**src/rtl/spi_slave_regs.sv**
```systemverilog
// spi_slave_regs: SPI mode-0 slave exposing a 16x8 register file, with a local host port.
// Rev 1.0
`default_nettype none

module spi_slave_regs #(
  parameter int         SYNC_STAGES = 2,
  parameter logic [7:0] STATUS_BYTE = 8'hA5
) (
  input  logic       i_clk,
  input  logic       i_rst_n,
  input  logic       i_spi_sck,
  input  logic       i_spi_csn,
  input  logic       i_spi_mosi,
  output logic       o_spi_miso,
  output logic       o_spi_miso_oe,
  input  logic [3:0] i_host_addr,
  input  logic       i_host_we,
  input  logic [7:0] i_host_wdata,
  output logic [7:0] o_host_rdata,
  output logic       o_wr_stb,
  output logic [3:0] o_wr_addr,
  output logic [7:0] o_wr_data,
  output logic       o_frame_done
);

  typedef enum logic [1:0] {
    S_IDLE = 2'd0,
    S_CMD  = 2'd1,
    S_DATA = 2'd2
  } state_t;

  state_t                 r_state;
  logic [SYNC_STAGES-1:0] r_sck_sync;
  logic [SYNC_STAGES-1:0] r_csn_sync;
  logic [SYNC_STAGES-1:0] r_mosi_sync;
  logic                   r_sck_d;
  logic                   r_csn_d;
  logic [2:0]             r_bit_cnt;
  logic [6:0]             r_rx;
  logic [7:0]             r_tx;
  logic                   r_tx_hold;
  logic                   r_write;
  logic [3:0]             r_addr;
  logic                   r_wr_stb;
  logic [3:0]             r_wr_addr;
  logic [7:0]             r_wr_data;
  logic                   r_frame_done;
  logic [7:0]             r_regs [16];

  logic       w_sck_s;
  logic       w_csn_s;
  logic       w_mosi_s;
  logic       w_sck_rise;
  logic       w_sck_fall;
  logic       w_csn_fall;
  logic       w_byte_done;
  logic [7:0] w_rx_next;
  logic       w_spi_we;

  assign w_sck_s     = r_sck_sync[SYNC_STAGES-1];
  assign w_csn_s     = r_csn_sync[SYNC_STAGES-1];
  assign w_mosi_s    = r_mosi_sync[SYNC_STAGES-1];
  assign w_sck_rise  = w_sck_s & ~r_sck_d;
  assign w_sck_fall  = ~w_sck_s & r_sck_d;
  assign w_csn_fall  = ~w_csn_s & r_csn_d;
  assign w_byte_done = w_sck_rise && (r_bit_cnt == 3'd7);
  assign w_rx_next   = {r_rx, w_mosi_s};
  assign w_spi_we    = (r_state == S_DATA) && !w_csn_s && w_byte_done && r_write;

  assign o_spi_miso    = r_tx[7];
  assign o_spi_miso_oe = (r_state != S_IDLE);
  assign o_host_rdata  = r_regs[i_host_addr];
  assign o_wr_stb      = r_wr_stb;
  assign o_wr_addr     = r_wr_addr;
  assign o_wr_data     = r_wr_data;
  assign o_frame_done  = r_frame_done;

  always_ff @(posedge i_clk or negedge i_rst_n) begin
    if (!i_rst_n) begin
      r_sck_sync  <= '0;
      r_csn_sync  <= '1;
      r_mosi_sync <= '0;
      r_sck_d     <= 1'b0;
      r_csn_d     <= 1'b1;
    end else begin
      r_sck_sync  <= {r_sck_sync[SYNC_STAGES-2:0], i_spi_sck};
      r_csn_sync  <= {r_csn_sync[SYNC_STAGES-2:0], i_spi_csn};
      r_mosi_sync <= {r_mosi_sync[SYNC_STAGES-2:0], i_spi_mosi};
      r_sck_d     <= w_sck_s;
      r_csn_d     <= w_csn_s;
    end
  end

  always_ff @(posedge i_clk or negedge i_rst_n) begin
    if (!i_rst_n) begin
      r_state      <= S_IDLE;
      r_bit_cnt    <= 3'd0;
      r_rx         <= 7'd0;
      r_tx         <= 8'd0;
      r_tx_hold    <= 1'b0;
      r_write      <= 1'b0;
      r_addr       <= 4'd0;
      r_wr_stb     <= 1'b0;
      r_wr_addr    <= 4'd0;
      r_wr_data    <= 8'd0;
      r_frame_done <= 1'b0;
    end else begin
      r_wr_stb     <= 1'b0;
      r_frame_done <= 1'b0;
      case (r_state)
        S_IDLE: begin
          if (w_csn_fall) begin
            r_state   <= S_CMD;
            r_bit_cnt <= 3'd0;
            r_tx      <= STATUS_BYTE;
            r_tx_hold <= 1'b0;
          end
        end
        default: begin
          if (w_csn_s) begin
            // Any partial byte is simply dropped here.
            r_state      <= S_IDLE;
            r_frame_done <= 1'b1;
          end else if (w_sck_rise) begin
            r_rx      <= w_rx_next[6:0];
            r_bit_cnt <= r_bit_cnt + 3'd1;
            if (w_byte_done) begin
              r_tx_hold <= 1'b1;
              if (r_state == S_CMD) begin
                r_state <= S_DATA;
                r_write <= w_rx_next[7];
                r_addr  <= w_rx_next[3:0];
                r_tx    <= r_regs[w_rx_next[3:0]];
              end else begin
                r_addr <= r_addr + 4'd1;
                r_tx   <= r_regs[r_addr + 4'd1];
                if (r_write) begin
                  r_wr_stb  <= 1'b1;
                  r_wr_addr <= r_addr;
                  r_wr_data <= w_rx_next;
                end
              end
            end
          end else if (w_sck_fall) begin
            // The falling edge right after a byte load keeps bit7 on the line.
            if (r_tx_hold) r_tx_hold <= 1'b0;
            else           r_tx      <= {r_tx[6:0], 1'b0};
          end
        end
      endcase
    end
  end

  // SPI write is applied after the host write so it wins on an address clash.
  always_ff @(posedge i_clk or negedge i_rst_n) begin
    if (!i_rst_n) begin
      for (int i = 0; i < 16; i++) r_regs[i] <= 8'd0;
    end else begin
      if (i_host_we) r_regs[i_host_addr] <= i_host_wdata;
      if (w_spi_we)  r_regs[r_addr]      <= w_rx_next;
    end
  end

endmodule

`default_nettype wire

```
**config.mk**
```make
export PLATFORM = sky130hd
export DESIGN_NAME = spi_slave_regs
export DESIGN_NICKNAME = d
export VERILOG_FILES = /design/src/rtl/spi_slave_regs.sv
export SDC_FILE = /design/constraint.sdc
export NUM_CORES = 1
export LEC_CHECK = 0
export ABC_AREA = 1
export CORE_ASPECT_RATIO = 0.9
export CORE_MARGIN = 4
export CORE_UTILIZATION = 26
export DETAILED_ROUTE_END_ITERATION = 8
export GPL_TIMING_DRIVEN = 0
export PLACE_DENSITY_LB_ADDON = 0.3
export SYNTH_ARGS = -nofsm -noshare
export SYNTH_HDL_FRONTEND = slang
export SYNTH_SLANG_ARGS = --single-unit
```
**constraint.sdc**
```tcl
create_clock -name i_clk -period 2.75 [get_ports i_clk]
set_clock_uncertainty 0.1 [all_clocks]
set_input_delay 0.55 -clock i_clk [delete_from_list [all_inputs] [get_ports i_clk]]
set_output_delay 0.55 -clock i_clk [all_outputs]
set_load 0.01 [all_outputs]
```
==> flow_summary.json <==
{
  "finalSetupViolations": 0,
  "fillCellCount": 4879,
  "ant_nets": 0,
  "power_switching_share_pct": 44.6,
  "place_hpwl_um": 46500,
  "grt_usage_pct": 25.9,
  "routabilityCongestion": 1.04,
  "multi_input_area_um2": 6380,
  "hold_viol": 0,
  "grt_max_degree": 111,
  "synthCells": 1767,
  "clk_latency_ns": 0.48,
  "synth_area_um2": 11800,
  "antenna_found_initial": 2,
  "grt_first_pass_wirelength_um": 90600,
  "seqPwrFrac_pct": 35.3,
  "synth_cell_types": 37,
  "clkTransAtPathRegs_ns": 0.07,
  "root_buffer": "clkbuf_16",
  "arrival_ns": 2.09,
  "diodes": 0,
  "internal-power_mw": 5.96,
  "post-route-period-util_pct": 99.5,
  "clock.fmax_mhz": 366,
  "synth_warnings": 0,
  "p_per_area_nw_per_um2": 762,
  "clock-sinks": 176,
  "crit_type": "input pin to output port",
  "cp.required_ns": 2.10,
  "ys_ff_latch": 176,
  "seq_area_um2": 4410,
  "synth_area_leaders": "dfrtp_1, nand2_1, nand3_1",
  "area_growth_pct": 19.9,
  "timing.slew.headroom_pct": 11.1,
  "die_area_um2": 48800,
  "clock_path_buffers": 2,
  "netSwitchingPower_mw": 4.80,
  "power_frac_comb_pct": 39.5,
  "worst_path_most_repeated_cell": "buf_12",
  "rows": 73,
  "dr.pass1.iters": 6,
  "routed-via-count": 13500,
  "clockPowerShare_pct": 25.2,
  "drt_wl_total_um": 64300,
  "io_buffers": 41,
  "synth_top_area_share_pct": 36.7,
  "synth_nets": 1792,
  "grt_pass1_vias": 12200,
  "maxCapViolCount": 0,
  "yosys.area.top_type": "dfrtp_1",
  "worst_path_largest_cell_delay_ns": 0.23,
  "drt_iter0_markers": 2122,
  "cts_buffers": 17,
  "status": "finished clean",
  "die-height_um": 210,
  "tritoncts": "yes",
  "nets": 1872,
  "syn_avg_cell_area_um2": 6.67,
  "crit_fanout": 6,
  "cp_cell_sequence": "buf_4 > buf_8 > nor2_4 > buf_12 > buf_12 > a22oi_2 > o211ai_1 > nand2_1 > nand4_1 > buf_2",
  "min_period_ns": 2.74,
  "die_x_um": 232,
  "p_leak_nw": 6.64,
  "drc_errors": 0,
  "htree_levels": 4,
  "routedWlPerCell_um": 26.1,
  "crit_path_end_kind": "output port",
  "final_max_slew_viol_count": 0,
  "num_io_pins": 42,
  "worst_setup_path_start_kind": "input pin",
  "gr-total-overflow": 0,
  "worst_pin_slew_ns": 1.33,
  "vias_per_cell": 5.48,
  "peakVddDrop_v": 0.000507,
  "p_total_mw": 10.8,
  "seq_area_frac_synth_pct": 37.4,
  "drive_above_1_share_pct": 11.1,
  "crit_path_top_delay_cell": "nand4_1",
  "initial_utilization_pct": 26.5,
  "coreArea_um2": 44500,
  "final_util_pct": 31.7,
  "hp-class": "register to register"
}
-- critical path, delay by kind of cell --
| kind | cells | cell delay, ns |
|---|---|---|
| buffers and inverters | 5 | 0.77 |
| and+or+nand+nor | 3 | 0.45 |
| AOI/OAI and AO/OA | 2 | 0.31 |
-- cell usage after synthesis, drive strengths merged --
cell	n
a21boi	4
clkinv	5
dfstp	3
nand2	660
a21oi	18
buf	64
nor2	44
a22oi	33
nor3	1
clkbuf	49
o21ai	311
dfrtp	173
nand3	185
o211ai	19
a32oi	1
inv	148
or2	4
a31oi	1
ha	7
xnor2	1
o31ai	1
nand4	10
o221ai	25
-- power groups by stage --
stage	clock network, mW	registers (mW)	logic [mW]
3_5_place_dp	0	3.80	3.98
2_1_floorplan	0	3.51	2.39
3_3_place_gp	0	3.80	3.96
6_report	2.71	3.80	4.25
4_1_cts	2.75	3.76	4.05
5_1_grt	2.85	3.84	4.53
-- state kept, by name, indices dropped and copies added (netlist names), 3 cells and up --
| name | count |
|---|---|
| r_bit_cnt | 3 |
| r_regs | 128 |
| r_addr | 4 |
| r_tx | 8 |
| o_wr_data | 8 |
| r_rx | 7 |
| o_wr_addr | 4 |
-- cells by family after synthesis --
group	after synthesis	share of synthesized area, %
compound gates	413	19.7
fa+ha+maj	7	0.743
xor+xnor	1	0.0744
simple gates	904	32.5
flops	176	37.4
buf+inv	266	9.54
-- cell usage in the layout, fill, tap and decap left out, types with 19 or more instances in the layout --
cell type	n
clkbuf_1	37
nand2_2	23
o211ai_1	19
a22oi_1	27
o221ai_1	19
nand3_1	184
clkdlybuf4s50_1	30
nor2_1	28
o21ai_0	180
buf_2	45
dfrtp_1	172
buf_4	22
inv_1	142
clkbuf_16	21
o21ai_1	129
nand2_1	633
-- final timing paths --
check / startpoint / endpoint / slack [ns] / depth (start not counted)
worst min-delay path: r_csn_sync[0] / r_csn_sync[1] / 0.26 / 0
min in group asynchronous: i_rst_n / r_regs[66] / 0.52 / 2
worst max-delay path: i_host_addr[1] / o_host_rdata[2] / 0.01 / 10
max in group asynchronous: i_rst_n / r_regs[58] / 1.03 / 3
worst min register to register: r_csn_sync[0] / r_csn_sync[1] / 0.26 / 0
worst max register to register: r_rx[0] / r_tx[7] / 0.04 / 10
-- layout make-up --
cell class                 count  share of cell area [%]
multi-input combinational   1325                    45.2
sequential                   176                    31.2
buffer                       113                    5.38
tap                          600                    5.32
timing repair buffer          61                    4.24
inverter                     153                    4.19
clock buffer                  21                    3.19
clock inverter                11                    1.28
-- per-stage QoR --
step	setup slack (ns)	instances	cell area, µm²	hold WS, ns	setup TNS [ns]
after global placement	-6.78	2408	12900	0.243	-1231.50
after global routing	-0.0287	2460	14100	0.265	-0.0699
final	0.0142	2460	14100	0.258	0
after CTS	-0.00222	2453	14000	0.259	-0.00222
after floorplan	0.327	1767	11800	0.154	0
after detailed placement	-1.56	2409	13000	0.242	-52.65
-- per-layer routing --
metal  track usage (%)  share of wire [%]
met5                 0                  0
met4              10.2                4.2
met1              36.8                 43
met3              7.32                 12
met2              37.1                 42
-- repair_timing --
action / 4_1_cts / 5_1_grt
hold endpoints to repair: 66 / 0
hold buffers: 1 / 0
resized for setup: 117 / 29
gates cloned: 2 / 2
setup buffers: 9 / 5
pin swaps: 18 / 7
endpoints found under the setup margin: 79 / 15
(Power assumes the default switching activity.)
==> RTL change 1: new RTL, same flow settings <==
Add an input register stage for `i_spi_sck`, `i_spi_csn`, `i_spi_mosi`, `i_host_addr`, `i_host_we` and `i_host_wdata`, cleared by the reset; this delays them by one clock.
--- a/src/rtl/spi_slave_regs.sv
+++ b/src/rtl/spi_slave_regs.sv
@@ -30,2 +30,27 @@
   } state_t;
+
+  logic i_spi_sck_q;
+  logic i_spi_csn_q;
+  logic i_spi_mosi_q;
+  logic [3:0] i_host_addr_q;
+  logic i_host_we_q;
+  logic [7:0] i_host_wdata_q;
+
+  always_ff @(posedge i_clk or negedge i_rst_n) begin
+    if (!i_rst_n) begin
+      i_spi_sck_q    <= '0;
+      i_spi_csn_q    <= '0;
+      i_spi_mosi_q   <= '0;
+      i_host_addr_q  <= '0;
+      i_host_we_q    <= '0;
+      i_host_wdata_q <= '0;
+    end else begin
+      i_spi_sck_q    <= i_spi_sck;
+      i_spi_csn_q    <= i_spi_csn;
+      i_spi_mosi_q   <= i_spi_mosi;
+      i_host_addr_q  <= i_host_addr;
+      i_host_we_q    <= i_host_we;
+      i_host_wdata_q <= i_host_wdata;
+    end
+  end
 
@@ -71,3 +96,3 @@
   assign o_spi_miso_oe = (r_state != S_IDLE);
-  assign o_host_rdata  = r_regs[i_host_addr];
+  assign o_host_rdata  = r_regs[i_host_addr_q];
   assign o_wr_stb      = r_wr_stb;
@@ -85,5 +110,5 @@
     end else begin
-      r_sck_sync  <= {r_sck_sync[SYNC_STAGES-2:0], i_spi_sck};
-      r_csn_sync  <= {r_csn_sync[SYNC_STAGES-2:0], i_spi_csn};
-      r_mosi_sync <= {r_mosi_sync[SYNC_STAGES-2:0], i_spi_mosi};
+      r_sck_sync  <= {r_sck_sync[SYNC_STAGES-2:0], i_spi_sck_q};
+      r_csn_sync  <= {r_csn_sync[SYNC_STAGES-2:0], i_spi_csn_q};
+      r_mosi_sync <= {r_mosi_sync[SYNC_STAGES-2:0], i_spi_mosi_q};
       r_sck_d     <= w_sck_s;
@@ -158,3 +183,3 @@
     end else begin
-      if (i_host_we) r_regs[i_host_addr] <= i_host_wdata;
+      if (i_host_we_q) r_regs[i_host_addr_q] <= i_host_wdata_q;
       if (w_spi_we)  r_regs[r_addr]      <= w_rx_next;
Function: changed (a bounded check fails within 4 cycles, from zero or initial values and one cycle with i_rst_n low).
==> RTL change 1 against the original RTL <==
  * The run now ends with hold timing, setup timing left
  * Final cell count shrank 1.8%
  * Routed wire length shrank 4.1%
  * Register-to-register slack gained 0.02 ns
  * Non-clock buffer count shrank 4
  * Area after synthesis grew 0.66%
  * Sequential share of layout area grew 2.5 points
  * Setup slack lost 0.16 ns
  * Final area grew 0.86%
  * Sequential cell count grew 16
  * Total power shrank 7.4%
  * Critical path type is now reg -> out
  * Critical endpoint is now o_host_rdata[6]
==> RTL change 1: results <==
[global_route]
antenna_found_initial = 0
grtUsageTotal_pct = 24.8
grt_pass1_vias = 12100
grt_pass1_wl_mm = 88.0
grt_start_max_net_pins = 99

[run_status]
status = finished with violations
violations = hold timing, setup timing

[placed_design]
placed_area_sq_um = 13100
place_ws_ns = -0.985
port_buffers = 41
dp_hpwl_mm = 45.1
gp_congestion = 1.05

[detailed_routing]
ant_nets = 0
vias_per_cell = 5.50
drt_iter0_drc = 2063
routed_wl_mm = 61.7
dr_total_vias = 13300
firstDrtPassIters = 6

[yosys]
ys_seq_area_share_pct = 40.6
synthArstFlopShare_pct = 100
synth_area_leaders = dfrtp_1, nand2_1, o21ai_0
yosysWarningCount = 0
avgSynthCellArea_sq_um = 6.88
synthTopCellsByCount = nand2_1, o21ai_0, dfrtp_1, nand3_1, inv_1
synth.distinct_cells = 30
synth_top_flop_cell = dfrtp_1

[clock_tree]
clk_path_buf_depth = 2
clock-root-buffer = clkbuf_16
cts_setup_buffers = 10
htree_levels = 4
cts_buffers = 17
clock_latency_ns = 0.48
ctsResizeCount = 115
clk_pin_slew_ns = 0.08

[sta]
finalSetupTns_ns = -0.971
fin_ws_ns = -0.150
drv_slew = 0
hold_viol_final = 8
hold_ws_ns = -0.0344
setup_viol = 8
slew_headroom_pct = 27.7

[setup_path]
crit_path_end = o_host_rdata[6]
worst-r2r-setup-slack_ns = 0.06
crit_path_start = i_host_addr_q[0]
reg2reg_depth = 11
crit_fanout = 5
reg2reg_to = r_tx[0]
rr_startpoint = r_rx[0]
crit_type = reg -> out

[layout]
filler_cell_count = 4829
regMostFlops = r_regs
drive_gt1_share_pct = 8.98
largest_reg_flops = 128
final_nets = 1827

[power]
switchingPower_mw = 4.25
leakage_nw = 6.21
ir_drop_v = 0.000367

[worst_hold_path]
worstHoldPathType = in -> async
## RTL change 1: cell count changes in the layout (fill, tap and decap cells not counted), moves of 8 or more
cell	unedited run	this run
buf_2	45	35
nand2_2	23	4
clkbuf_1	37	57
buf_4	22	11
a22oi_1	27	19
o211ai_1	19	36
nand3_1	184	172
inv_1	142	155
o21ai_0	180	304
nand2_1	633	547
dfrtp_1	172	188
a21oi_1	18	49
o21ai_1	129	16
## RTL change 1: kinds of logic after synthesis
family	Yosys count	share of synthesized area [%]
buffers and inverters	275	9.13
AOI/OAI and AO/OA	467	22.0
xor gates and xnor gates	2	0.369
DFF	192	40.6
adders and majority gates	7	0.739
and+or+nand+nor	780	27.2
## RTL change 1: critical path, stage by stage, from the launching register on
cell	delay [ns]
dfrtp_1	0.39
buf_8	0.13
inv_6	0.06
nor2_4	0.04
buf_6	0.14
clkbuf_16	0.17
a22oi_2	0.14
o221ai_1	0.13
nand2_1	0.12
nand4_1	0.23
buf_2	0.23
## RTL change 1: final cells by class
type                    count  area (sq um)  area share [%]
repair buffers             61           633            4.45
plain buffers             109           671            4.71
flip-flops and latches    192          4810            33.8
diodes                      1          2.50          0.0176
multi-input cells        1256          6160            43.3
clock buffers              19           433            3.04
clock inverters            13           151            1.06
well taps                 600           751            5.27
inverters                 165           631            4.43
## RTL change 1: power groups by stage
stage	combinational (mW)	sequential [mW]	clock, mW
3_5_place_dp	3.30	3.86	0
5_1_grt	3.80	3.88	2.76
4_1_cts	3.37	3.82	2.65
2_1_floorplan	1.97	3.63	0
6_report	3.52	3.85	2.60
3_3_place_gp	3.27	3.86	0
## RTL change 1: routing by layer
metal	part of all wire, %	global-route usage (%)	up-vias
met3	10	5.73	130
li1	-	-	5902
met2	42	36.2	786
met4	4.0	8.98	0
met5	0	0	-
met1	43	35.8	6473
==> RTL change 2: new RTL, same settings <==
Made on the original files. The parameter `SYNC_STAGES` goes from 2 to 4.
--- a/src/rtl/spi_slave_regs.sv
+++ b/src/rtl/spi_slave_regs.sv
@@ -5,3 +5,3 @@
 module spi_slave_regs #(
-  parameter int         SYNC_STAGES = 2,
+  parameter int         SYNC_STAGES = 4,
   parameter logic [7:0] STATUS_BYTE = 8'hA5
Formal check against the unedited RTL: not equivalent (Yosys sat finds a counterexample within 4 cycles, from zero or initial values and one cycle with i_rst_n low).
==> RTL change 2 against the original RTL <==
  * Sequential power down 2%
  * Routed wire length down 5.3%
  * Sequential share of layout area up 0.80 points
  * Combinational power down 24%
  * The run now ends with setup timing left
  * Via count down 2.0%
  * Die area up 1.8%
  * Total power down 7.6%
  * Final area up 0.84%
  * Sequential cell count up 6
  * Critical path depth unchanged
  * Area after synthesis up 1.8%
  * Setup slack worse by 0.053 ns
  * Largest cell class unchanged
==> RTL change 2: results <==
[yosys]
synth-compound-area-share_pct = 22.7
synth_area_leaders = dfrtp_1, nand2_1, o21ai_0
synth_fa_ha_area_share_pct = 0.730
synth.distinct_cells = 39
ys_seq_area_share_pct = 38.0
synth_xor_area_share_pct = 0.303
syn_nets = 1736

[setup_path]
crit_path_start = i_host_addr[0]
reg2reg_to = r_tx[0]
crit_path_end = o_host_rdata[3]
reg2reg_depth = 9
cp.arrival_ns = 2.14
rr_startpoint = r_addr[0]
max_stage_delay_ns = 0.28
crit_fanout = 10

[clock_tree]
clock_latency_ns = 0.46

[sta]
setup_viol = 2
hold_ws_ns = 0.0581
worst_slew_pin_slew_ns = 1.21
fin_ws_ns = -0.0391

[global_route]
grt_util_met3_pct = 5.79
grtUsageMet1_pct = 35.1
antenna_found_initial = 0
grt_pass1_wl_mm = 88.1
grtUsageTotal_pct = 24.5
grt_pass1_vias = 12400
grt_start_max_net_pins = 105
met2_usage_pct = 35.4

[detailed_routing]
dr_wl_met2_mm = 25.6
wl_met1_mm = 26.6
routed_wl_mm = 60.9
vias_per_cell = 5.50
drt_iter0_drc = 1877

[placed_design]
port_buffers = 39
dp_hpwl_mm = 45.6
place_ws_ns = -1.00
gp_congestion = 1.05

[power]
swShare_pct = 40.1
ir_drop_v = 0.000480
leakage_nw = 6.56

[run_status]
violations = setup timing
status = finished with violations

[worst_hold_path]
worstHoldPathType = in -> async

[layout]
drive_gt1_share_pct = 12.1
final_nets = 1804
-- RTL change 2: timing repair --
| action | CTS | global route |
|---|---|---|
| setup endpoints to repair | 18 | 13 |
| hold buffers | 0 | 0 |
| buffers inserted | 8 | 2 |
| gates resized for setup | 104 | 27 |
| pin swaps | 11 | 5 |
-- RTL change 2: logic make-up after synthesis --
logic type | after synthesis
compound gates | 467
fa+ha+maj | 7
buf+inv | 281
xor+xnor | 2
flops | 182
simple gates | 772
-- RTL change 2: stage by stage --
| step | setup TNS [ns] | utilization [%] | power [mW] | area [sq um] | cells |
|---|---|---|---|---|---|
| 6_report | -0.0484 | 31.3 | 9.94 | 14200 | 2401 |
| 5_1_grt | -0.0108 | 31.3 | 10.4 | 14200 | 2400 |
| 4_1_cts | -0.0150 | 31.1 | 9.82 | 14100 | 2399 |
| 3_5_place_dp | -25.57 | 29.0 | 6.80 | 13200 | 2359 |
| 3_3_place_gp | -1294.11 | 28.9 | 6.78 | 13100 | 2358 |
| 2_1_floorplan | 0 | - | 5.43 | 12000 | 1711 |
-- RTL change 2: final cells by class --
cell class / count / area [sq um]
diodes: 1 / 2.50
plain buffers: 110 / 692
clock buffers: 18 / 439
clock inverters: 14 / 255
fillers: 4879 / 31200
inverters: 170 / 658
multi-input cells: 1248 / 6400
flip-flops and latches: 182 / 4560
well taps: 608 / 761
repair buffers: 50 / 474
-- RTL change 2: power groups by stage --
| stage | sequential, mW | combinational [mW] | clock [mW] |
|---|---|---|---|
| after floorplan | 3.48 | 1.94 | 0 |
| after global placement | 3.75 | 3.03 | 0 |
| after detailed placement | 3.75 | 3.06 | 0 |
| after CTS | 3.70 | 3.11 | 3.01 |
| after global routing | 3.77 | 3.52 | 3.12 |
| final | 3.74 | 3.25 | 2.95 |
